==> src/rtl/costas_loop_filter.sv <==
// PI loop filter for the Costas carrier-recovery loop: phase error in, NCO phase increment out.
// Two-stage pipeline: stage 1 scales the error and updates the integrator, stage 2 sums and clamps.
module costas_loop_filter #(
   parameter int unsigned      WIDTH     = 16,
   parameter int unsigned      INT_WIDTH = 24,
   parameter int unsigned      KP_SHIFT  = 4,
   parameter int unsigned      KI_SHIFT  = 10,
   parameter logic [WIDTH-1:0] FREQ_INIT = 16'h4000
) (
   input  logic             clk,
   input  logic             rst,
   input  logic [WIDTH-1:0] error_tdata,
   input  logic             error_tvalid,
   input  logic             integ_clear,
   input  logic             integ_freeze,
   output logic [WIDTH-1:0] feedback_tdata,
   output logic             feedback_tvalid,
   output logic             integ_sat
);

   localparam int unsigned SW = INT_WIDTH + 2;
   localparam logic signed [INT_WIDTH-1:0] INT_MAX = {1'b0, {(INT_WIDTH-1){1'b1}}};
   localparam logic signed [INT_WIDTH-1:0] INT_MIN = {1'b1, {(INT_WIDTH-1){1'b0}}};

   logic signed [WIDTH-1:0]     prop_q, prop_d;
   logic signed [INT_WIDTH-1:0] integ_q, integ_d;
   logic                        integ_sat_q, integ_sat_d;
   logic                        v1_q;
   logic signed [INT_WIDTH:0]   sum;
   logic signed [INT_WIDTH-1:0] integ_add;
   logic signed [INT_WIDTH-1:0] integ_sh;
   logic signed [SW-1:0]        s;
   logic [WIDTH-1:0]            fb_q, fb_d;
   logic                        fb_valid_q;

   // Stage 1: proportional term and saturating integrator
   always_comb begin
      sum = $signed({integ_q[INT_WIDTH-1], integ_q})
          + $signed({{(INT_WIDTH+1-WIDTH){error_tdata[WIDTH-1]}}, error_tdata});
      if (sum[INT_WIDTH] != sum[INT_WIDTH-1]) begin
         integ_add = sum[INT_WIDTH] ? INT_MIN : INT_MAX;
      end else begin
         integ_add = sum[INT_WIDTH-1:0];
      end

      prop_d      = prop_q;
      integ_d     = integ_q;
      integ_sat_d = integ_sat_q;
      if (error_tvalid) begin
         prop_d = $signed(error_tdata) >>> KP_SHIFT;
      end
      if (integ_clear) begin
         integ_d     = '0;
         integ_sat_d = 1'b0;
      end else if (!integ_freeze && error_tvalid) begin
         integ_d     = integ_add;
         integ_sat_d = (integ_add == INT_MAX) || (integ_add == INT_MIN);
      end
   end

   // Stage 2: nominal + P + I, clamped to the unsigned output range (never wraps)
   always_comb begin
      integ_sh = integ_q >>> KI_SHIFT;
      s = $signed({{(SW-WIDTH){1'b0}}, FREQ_INIT})
        + $signed({{(SW-WIDTH){prop_q[WIDTH-1]}}, prop_q})
        + $signed({{2{integ_sh[INT_WIDTH-1]}}, integ_sh});
      fb_d = fb_q;
      if (v1_q) begin
         if (s[SW-1]) begin
            fb_d = '0;
         end else if (|s[SW-2:WIDTH]) begin
            fb_d = '1;
         end else begin
            fb_d = s[WIDTH-1:0];
         end
      end
   end

   always_ff @(posedge clk or posedge rst) begin
      if (rst) begin
         prop_q      <= '0;
         integ_q     <= '0;
         integ_sat_q <= 1'b0;
         v1_q        <= 1'b0;
         fb_q        <= FREQ_INIT;
         fb_valid_q  <= 1'b0;
      end else begin
         prop_q      <= prop_d;
         integ_q     <= integ_d;
         integ_sat_q <= integ_sat_d;
         v1_q        <= error_tvalid;
         fb_q        <= fb_d;
         fb_valid_q  <= v1_q;
      end
   end

   assign feedback_tdata  = fb_q;
   assign feedback_tvalid = fb_valid_q;
   assign integ_sat       = integ_sat_q;

endmodule

==> config.mk <==
export PLATFORM = sky130hd
export DESIGN_NAME = costas_loop_filter
export DESIGN_NICKNAME = d
export VERILOG_FILES = /design/src/rtl/costas_loop_filter.sv
export SDC_FILE = /design/constraint.sdc
export NUM_CORES = 1
export LEC_CHECK = 0
export CAP_MARGIN = 30
export CORE_AREA = 4 4 121 123
export CTS_BUF_LIST = sky130_fd_sc_hd__clkbuf_8
export CTS_CLUSTER_SIZE = 40
export DETAILED_ROUTE_END_ITERATION = 8
export DIE_AREA = 0 0 125 127
export GPL_TIMING_DRIVEN = 0
export PLACE_DENSITY = 0.62
export SLEW_MARGIN = 20
export SYNTH_ARGS = -nofsm -noshare
export SYNTH_HDL_FRONTEND = slang
export SYNTH_SLANG_ARGS = --single-unit
==> constraint.sdc <==
create_clock -name clk -period 2.7 [get_ports clk]
set_input_delay 0.54 -clock clk [delete_from_list [all_inputs] [get_ports clk]]
set_output_delay 0.54 -clock clk [all_outputs]
set_load 0.02 [all_outputs]
==> flow_summary_export.csv, run 1 <==
group,metric,value,unit
outcome,status,"complete, but fails checks",
outcome,violations,"negative setup slack",
yosys,synth_area,0.00471,mm²
place,placed_area,0.00547,mm²
clock_tree,cts-root-buf,"clkbuf_8",
die,die_h,127,µm
yosys,ys_types,71,
power_and_ir_drop,intPower,1.96,mW
grt,grt_usage,16.2,%
grt,busiest_layer,"met2",
layout,nets,677,
worst_setup_path,r2r_start,"integ_q[0]$_DFFE_PP0P_",
grt,antenna_found_initial,0,
hold_path,min_path_cells,0,
routing,drt-wirelength-per-cell,17.1,µm
grt,grt_max_degree,56,
worst_setup_path,cp.required,2.96,ns
hold_path,hp-class,"reg2reg",
power_and_ir_drop,p_seq_share,31.0,%
routing,drt-initial-drc-count,251,
timing,slew_violations,0,
routing,firstDrtPassIters,5,
worst_setup_path,critPathLaunch,"integ_q[0]$_DFFE_PP0P_",
timing,setup_viol,28,
grt,grt_pass1_wl,21500,µm
yosys,synth_seq_area_share,29.3,%
power_and_ir_drop,clkPwrFrac,16.2,%
flow_run,max_cap_viol_count,0,
clock_tree,cts.hold.buffers_added,0,
routing,dr_total_vias,4360,
die,ios,39,
timing,period_share,112,%
timing,finClkSkew,0.0185,ns
timing,hold_viol,0,
hold_path,hold_start,"v1_q$_DFF_PP0_",
yosys,async_reset_ff_share,100,%
die,design.core.area,0.0137,mm²
clock_tree,clock_latency,0.34,ns
worst_setup_path,start_kind,"register",
clock_tree,clkTransAtPathRegs,0.13,ns
layout,postLayoutCellArea,0.00662,mm²
die,num_rows,43,
clock_tree,htreeDepth,2,
timing,rsz0062_at_grt,"yes",
layout,drive_above_1_share,36.0,%
timing,fin_ws,-0.330,ns
routing,routed_wl,13400,µm
grt,overflow,0,
yosys,syn_nets,582,
timing,fin_crit,3.03,ns
place,gp_congestion,0.872,
worst_setup_path,worstSetupEndpointType,"register",
grt,grt_pass1_vias,4283,
worst_setup_path,rrSetupSlack,-0.33,ns
worst_setup_path,crit_arrival,3.29,ns
power_and_ir_drop,ir_worst_vdd,266,µV
timing,tightestPinTransition,0.694,ns
clock_tree,cts_buffers,5,
worst_setup_path,critPathKind,"reg2reg",
layout,final_cell_mix,"52 x dfrtp_1, 42 x buf_4, 32 x nand2_1",
yosys,yosys_warnings,0,
yosys,synth_cells,506,
die,initial_utilization,34.5,%
routing,postRouteAntennaNets,0,
yosys,synth_edf_count,0,
hold_path,min_to,"feedback_tvalid$_DFF_PP0_",
place,numPortBuffers,38,
worst_setup_path,r2r_end,"integ_sat$_DFFE_PP0P_",
routing,via_per_inst,5.58,
grt,grt_util_met3,2.97,%
layout,fin_cells,782,
clock_tree,numClockSinks,55,
layout,area_delta_synth_final,40.6,%
power_and_ir_drop,p_switching,1.34,mW
routing,route.detailed.drc,0,
grt,met1_usage,21.7,%
timing,max_freq,0.330,GHz
grt,grtUsageMet2,28.1,%
yosys,ys_ff_latch,55,
clock_tree,cts.path.max_buffers,2,
place,dp.cells,724,
clock_tree,cts_tree,"built",
timing,slew_headroom,53.7,%
yosys,ys.flop_type,"dfrtp_1",
place,hpwl,9300,µm
power_and_ir_drop,swShare,40.5,%
power_and_ir_drop,p_per_area,498,mW/mm²
worst_setup_path,reg2reg_depth,12,
power_and_ir_drop,p_comb_share,52.8,%
worst_setup_path,cp_max_fo,3,
die,die_area,0.0159,mm²
power_and_ir_drop,p_leak,2.88,nW
layout,antennaDiodeCount,0,
die,die_w,125,µm
layout,layout_commonest_cell,"dfrtp_1",
yosys,avgSynthCellArea,9.30,µm²
[stage by stage]
stage	setup slack (ns)	hold WS, ns	utilization (%)	power (mW)	setup TNS (ns)
2_1_floorplan	-0.118	0.392	-	1.98	-1.81
6_report	-0.330	0.463	48.4	3.30	-4.06
4_1_cts	-0.292	0.463	46.5	3.16	-4.45
5_1_grt	-0.422	0.482	48.4	3.49	-8.63
3_5_place_dp	-1.26	0.436	40.0	2.36	-31.02
3_3_place_gp	-1.19	0.432	40.0	2.33	-41.66
[final cells by class]
type / count / area (µm²)
Buffer: 16 / 116
Inverter: 24 / 92.6
Timing Repair Buffer: 90 / 840
Clock buffer: 5 / 68.8
Clock inverter: 3 / 25.0
Multi-Input combinational cell: 409 / 3870
Fill cell: 1255 / 7050
Sequential cell: 55 / 1380
Tap cell: 180 / 225
[power by group through the flow]
stage | combinational (mW) | clock (mW) | sequential, mW
after floorplan | 0.893 | 0 | 1.08
after global placement | 1.31 | 0 | 1.03
after detailed placement | 1.33 | 0 | 1.03
after CTS | 1.60 | 0.537 | 1.02
after global routing | 1.88 | 0.570 | 1.04
final | 1.74 | 0.534 | 1.02
[worst max path at each step]
stage / end / slack [ns] / depth (start not counted)
2_1_floorplan: integ_sat$_DFFE_PP0P_ / -0.12 / 11
3_3_place_gp: integ_sat$_DFFE_PP0P_ / -1.19 / 12
3_5_place_dp: integ_sat$_DFFE_PP0P_ / -1.26 / 12
4_1_cts: integ_sat$_DFFE_PP0P_ / -0.29 / 12
5_1_grt: integ_sat$_DFFE_PP0P_ / -0.42 / 11
6_report: integ_sat$_DFFE_PP0P_ / -0.33 / 12
[logic make-up after synthesis]
family | share of synthesized area [%]
AO/OA/AOI/OAI | 25.9
AND/OR/NAND/NOR | 16.9
adder cells (fa/ha/maj) | 14.9
flip-flops | 29.3
buffers and inverters | 4.15
XOR/XNOR | 4.84
multiplexers | 4.04
[routing by layer]
metal,up-vias,part of all wire (%)
met4,0,1.7
met1,2162,45
met5,-,0
met3,24,4.0
met2,97,49
li1,2077,-
[timing repair]
item | 4_1_cts | 5_1_grt
gates cloned | 3 | 0
endpoints found under the setup margin | 41 | 40
hold endpoints to repair | 0 | 0
resized for setup | 126 | 44
setup buffers | 42 | 11
pin swaps | 76 | 36
[synthesized netlist by cell type (4+ instances only)]
cell type   n  share of area [%]
a21o_1     13                2.1
mux2_2     16                3.8
nor2b_1     5               0.66
xor2_1     10                1.9
clkbuf_1   10               0.80
nand4_1     9                1.2
nand3b_1    4               0.64
buf_6       4               0.96
inv_1      24                1.9
nor2_1     30                2.4
a211oi_1    9                1.4
a21oi_1    30                3.2
nor4b_1     4               0.74
a22o_1     19                3.5
or3_1       4               0.53
nor3_1     11                1.2
xnor2_1    16                3.0
o211ai_1    7                1.1
nand2_1    51                4.1
o21bai_1    6               0.96
o21ai_0    22                2.3
nand2b_1    8                1.1
o221a_2     4               0.96
ha_1       53                 14
dfrtp_1    54                 29
nand3_1     7               0.74
[state kept, by name (all words and copies together) (netlist names)]
register,cells
integ_q,24
feedback_tdata,16
prop_q,12
feedback_tvalid,1
integ_sat,1
v1_q,1
[critical path: stages, from the launching register on]
cell and delay [ns]:
dfrtp_1 0.44, ha_4 0.18, fa_2 0.38, a211oi_4 0.31, o21ai_2 0.11, nand4_1 0.16, buf_4 0.17, a31oi_4 0.09
a21oi_2 0.15, xor2_1 0.11, or3_1 0.35, o31a_1 0.31, o211ai_2 0.19
(Power assumes the default switching activity.)
==> run 2, diff against run 1 <==
==> config.mk (replaced) <==
export PLATFORM = sky130hd
export DESIGN_NAME = costas_loop_filter
export DESIGN_NICKNAME = d
export VERILOG_FILES = /design/src/rtl/costas_loop_filter.sv
export SDC_FILE = /design/constraint.sdc
export NUM_CORES = 1
export LEC_CHECK = 0
export CAP_MARGIN = 5
export CORE_AREA = 4 4 104 145
export CTS_BUF_LIST = sky130_fd_sc_hd__clkbuf_8
export CTS_CLUSTER_SIZE = 40
export DETAILED_ROUTE_END_ITERATION = 8
export DIE_AREA = 0 0 108 149
export GPL_TIMING_DRIVEN = 0
export PLACE_DENSITY = 0.62
export SYNTH_ARGS = -nofsm -noshare
export SYNTH_HDL_FRONTEND = slang
export SYNTH_SLANG_ARGS = --single-unit
==> run 2 against run 1 <==
  * The flow still finishes with violations (negative setup slack)
  * Via count up 0.55%
  * Core utilization up 0.16 points
  * Sequential cell count unchanged
  * Cell area up 1.7%
  * Die area up 1.4%
  * Hold slack worse by 0.023 ns
  * First-iteration DRC count down 1.2%
  * Fmax up 0.94%
  * Global-route usage up 1.2 points
  * Combinational power up 2%
  * Largest cell class unchanged
  * Highest routed layer unchanged
==> flow_summary_export.csv, run 2 (synthesized netlist as in run 1, its figures left out) <==
group,metric,value,unit
routing,drt-wirelength-per-cell,17.5,µm
clock_tree,clock_latency,0.32,ns
layout,final_util,48.6,%
grt,grt_pass1_vias,4500,
routing,routed_wl,14000,µm
power_and_ir_drop,p_per_area,504,mW/mm²
power_and_ir_drop,p_comb_share,52.4,%
place,preCtsSetupSlack,-1.27,ns
timing,hold_viol,0,
routing,drt-initial-drc-count,248,
timing,max_freq,0.333,GHz
worst_setup_path,worstSetupEndpointType,"register",
power_and_ir_drop,p_seq_share,30.2,%
worst_setup_path,start_kind,"primary input",
grt,overflow,0,
timing,fin_ws,-0.302,ns
place,gp_congestion,0.852,
worst_setup_path,crit_arrival,3.26,ns
outcome,violations,"negative setup slack",
grt,grt_pass1_wl,22300,µm
clock_tree,numClockSinks,55,
timing,fin_crit,3.00,ns
place,dp.cells,730,
timing,tightestPinTransition,0.651,ns
power_and_ir_drop,clkPwrFrac,17.4,%
routing,via_per_inst,5.47,
power_and_ir_drop,intPower,2.10,mW
clock_tree,clkTransAtPathRegs,0.11,ns
timing,slew_violations,0,
power_and_ir_drop,power,3.40,mW
outcome,status,"complete, but fails checks",
worst_setup_path,cp_max_fo,4,
clock_tree,cts_tree,"built",
power_and_ir_drop,swShare,38.0,%
routing,dr_total_vias,4384,
layout,drive_above_1_share,35.1,%
routing,postRouteAntennaNets,0,
place,numPortBuffers,38,
timing,period_share,111,%
layout,largest_register_ffs,24,
layout,regMostFlops,"integ_q",
clock_tree,cts_buffers,5,
layout,final_cell_mix,"54 x buf_4, 54 x dfrtp_1, 40 x nand2_1",
timing,slew_headroom,56.6,%
die,die_h,149,µm
timing,setup_viol,39,
hold_path,hp-class,"reg2reg",
flow_run,max_cap_viol_count,0,
power_and_ir_drop,ir_worst_vdd,261,µV
clock_tree,htreeDepth,2,
die,ios,39,
place,hpwl,10100,µm
die,initial_utilization,34.0,%
worst_setup_path,critPathKind,"in2reg",
timing,finClkSkew,0.0178,ns
worst_setup_path,cp.required,2.96,ns
timing,rsz0062_at_grt,"yes",
clock_tree,cts.path.max_buffers,2,
routing,firstDrtPassIters,4,
power_and_ir_drop,p_switching,1.29,mW
clock_tree,cts-root-buf,"clkbuf_8",
routing,route.detailed.drc,0,
timing,timing.hold.ws,0.440,ns
layout,fin_cells,801,
die,design.core.area,0.0138,mm²
die,die_area,0.0161,mm²
layout,nets,691,
layout,area_delta_synth_final,42.9,%
grt,antenna_found_initial,0,
layout,antennaDiodeCount,0,
power_and_ir_drop,p_leak,2.97,nW
die,num_rows,51,
die,die_w,108,µm
grt,grt_usage,17.4,%
grt,grt_max_degree,38,
[run 2: stage by stage]
| stage | setup TNS [ns] | area (µm²) |
|---|---|---|
| final | -6.37 | 6730 |
| after global placement | -44.85 | 5470 |
| after CTS | -5.40 | 6390 |
| after floorplan | -1.81 | 4860 |
| after detailed placement | -33.34 | 5490 |
| after global routing | -10.06 | 6730 |
[run 2: worst max-delay path: stages]
cell,delay (ns)
dlygate4sd2_1,0.28
ha_4,0.29
a211oi_4,0.07
o31ai_4,0.39
o2111ai_1,0.19
a211oi_1,0.37
o22ai_1,0.13
xor2_1,0.19
or3_1,0.36
o31a_1,0.29
o211ai_2,0.15
[run 2: area by class of cell]
type,instances,area [µm²]
fill,1269,7120
multi-input combinational,409,3860
sequential,55,1380
timing repair buffer,106,961
tap,185,231
buffer,14,93.8
inverter,24,90.1
clock buffer,6,82.6
clock inverter,2,35.0
[run 2: worst paths after layout]
check / start / to / slack, ns / cells after the start
min in group asynchronous: rst / feedback_tdata[1]$_DFFE_PP0P_ / 0.52 / 2
worst max-delay path: error_tdata[1] / integ_sat$_DFFE_PP0P_ / -0.30 / 11
worst max register to register: integ_q[1]$_DFFE_PP0P_ / integ_sat$_DFFE_PP0P_ / -0.29 / 10
worst min-delay path: v1_q$_DFF_PP0_ / feedback_tvalid$_DFF_PP0_ / 0.44 / 0
max in group asynchronous: rst / integ_q[20]$_DFFE_PP0P_ / 1.63 / 3
worst min register to register: v1_q$_DFF_PP0_ / feedback_tvalid$_DFF_PP0_ / 0.44 / 0
[run 2: timing repair]
action / in CTS / in global routing
pin swaps: 54 / 69
cloned: 2 / 1
setup buffers: 46 / 22
hold buffers: 0 / 0
endpoints found under the hold margin: 0 / 0
resized for setup: 111 / 46
endpoints found under the setup margin: 41 / 41
[run 2: power by group through the flow]
stage          logic [mW]  clock network, mW  registers (mW)
5_1_grt              1.93              0.631            1.04
6_report             1.78              0.591            1.02
2_1_floorplan       0.893                  0            1.08
4_1_cts              1.62              0.605            1.02
3_3_place_gp         1.32                  0            1.03
3_5_place_dp         1.34                  0            1.03
[run 2: layer usage]
| layer | routed length, µm | GRT usage, % |
|---|---|---|
| met5 | 0 | 0 |
| met4 | 644 | 7.64 |
| met3 | 509 | 1.99 |
| met2 | 7630 | 33.7 |
| met1 | 5240 | 18.5 |
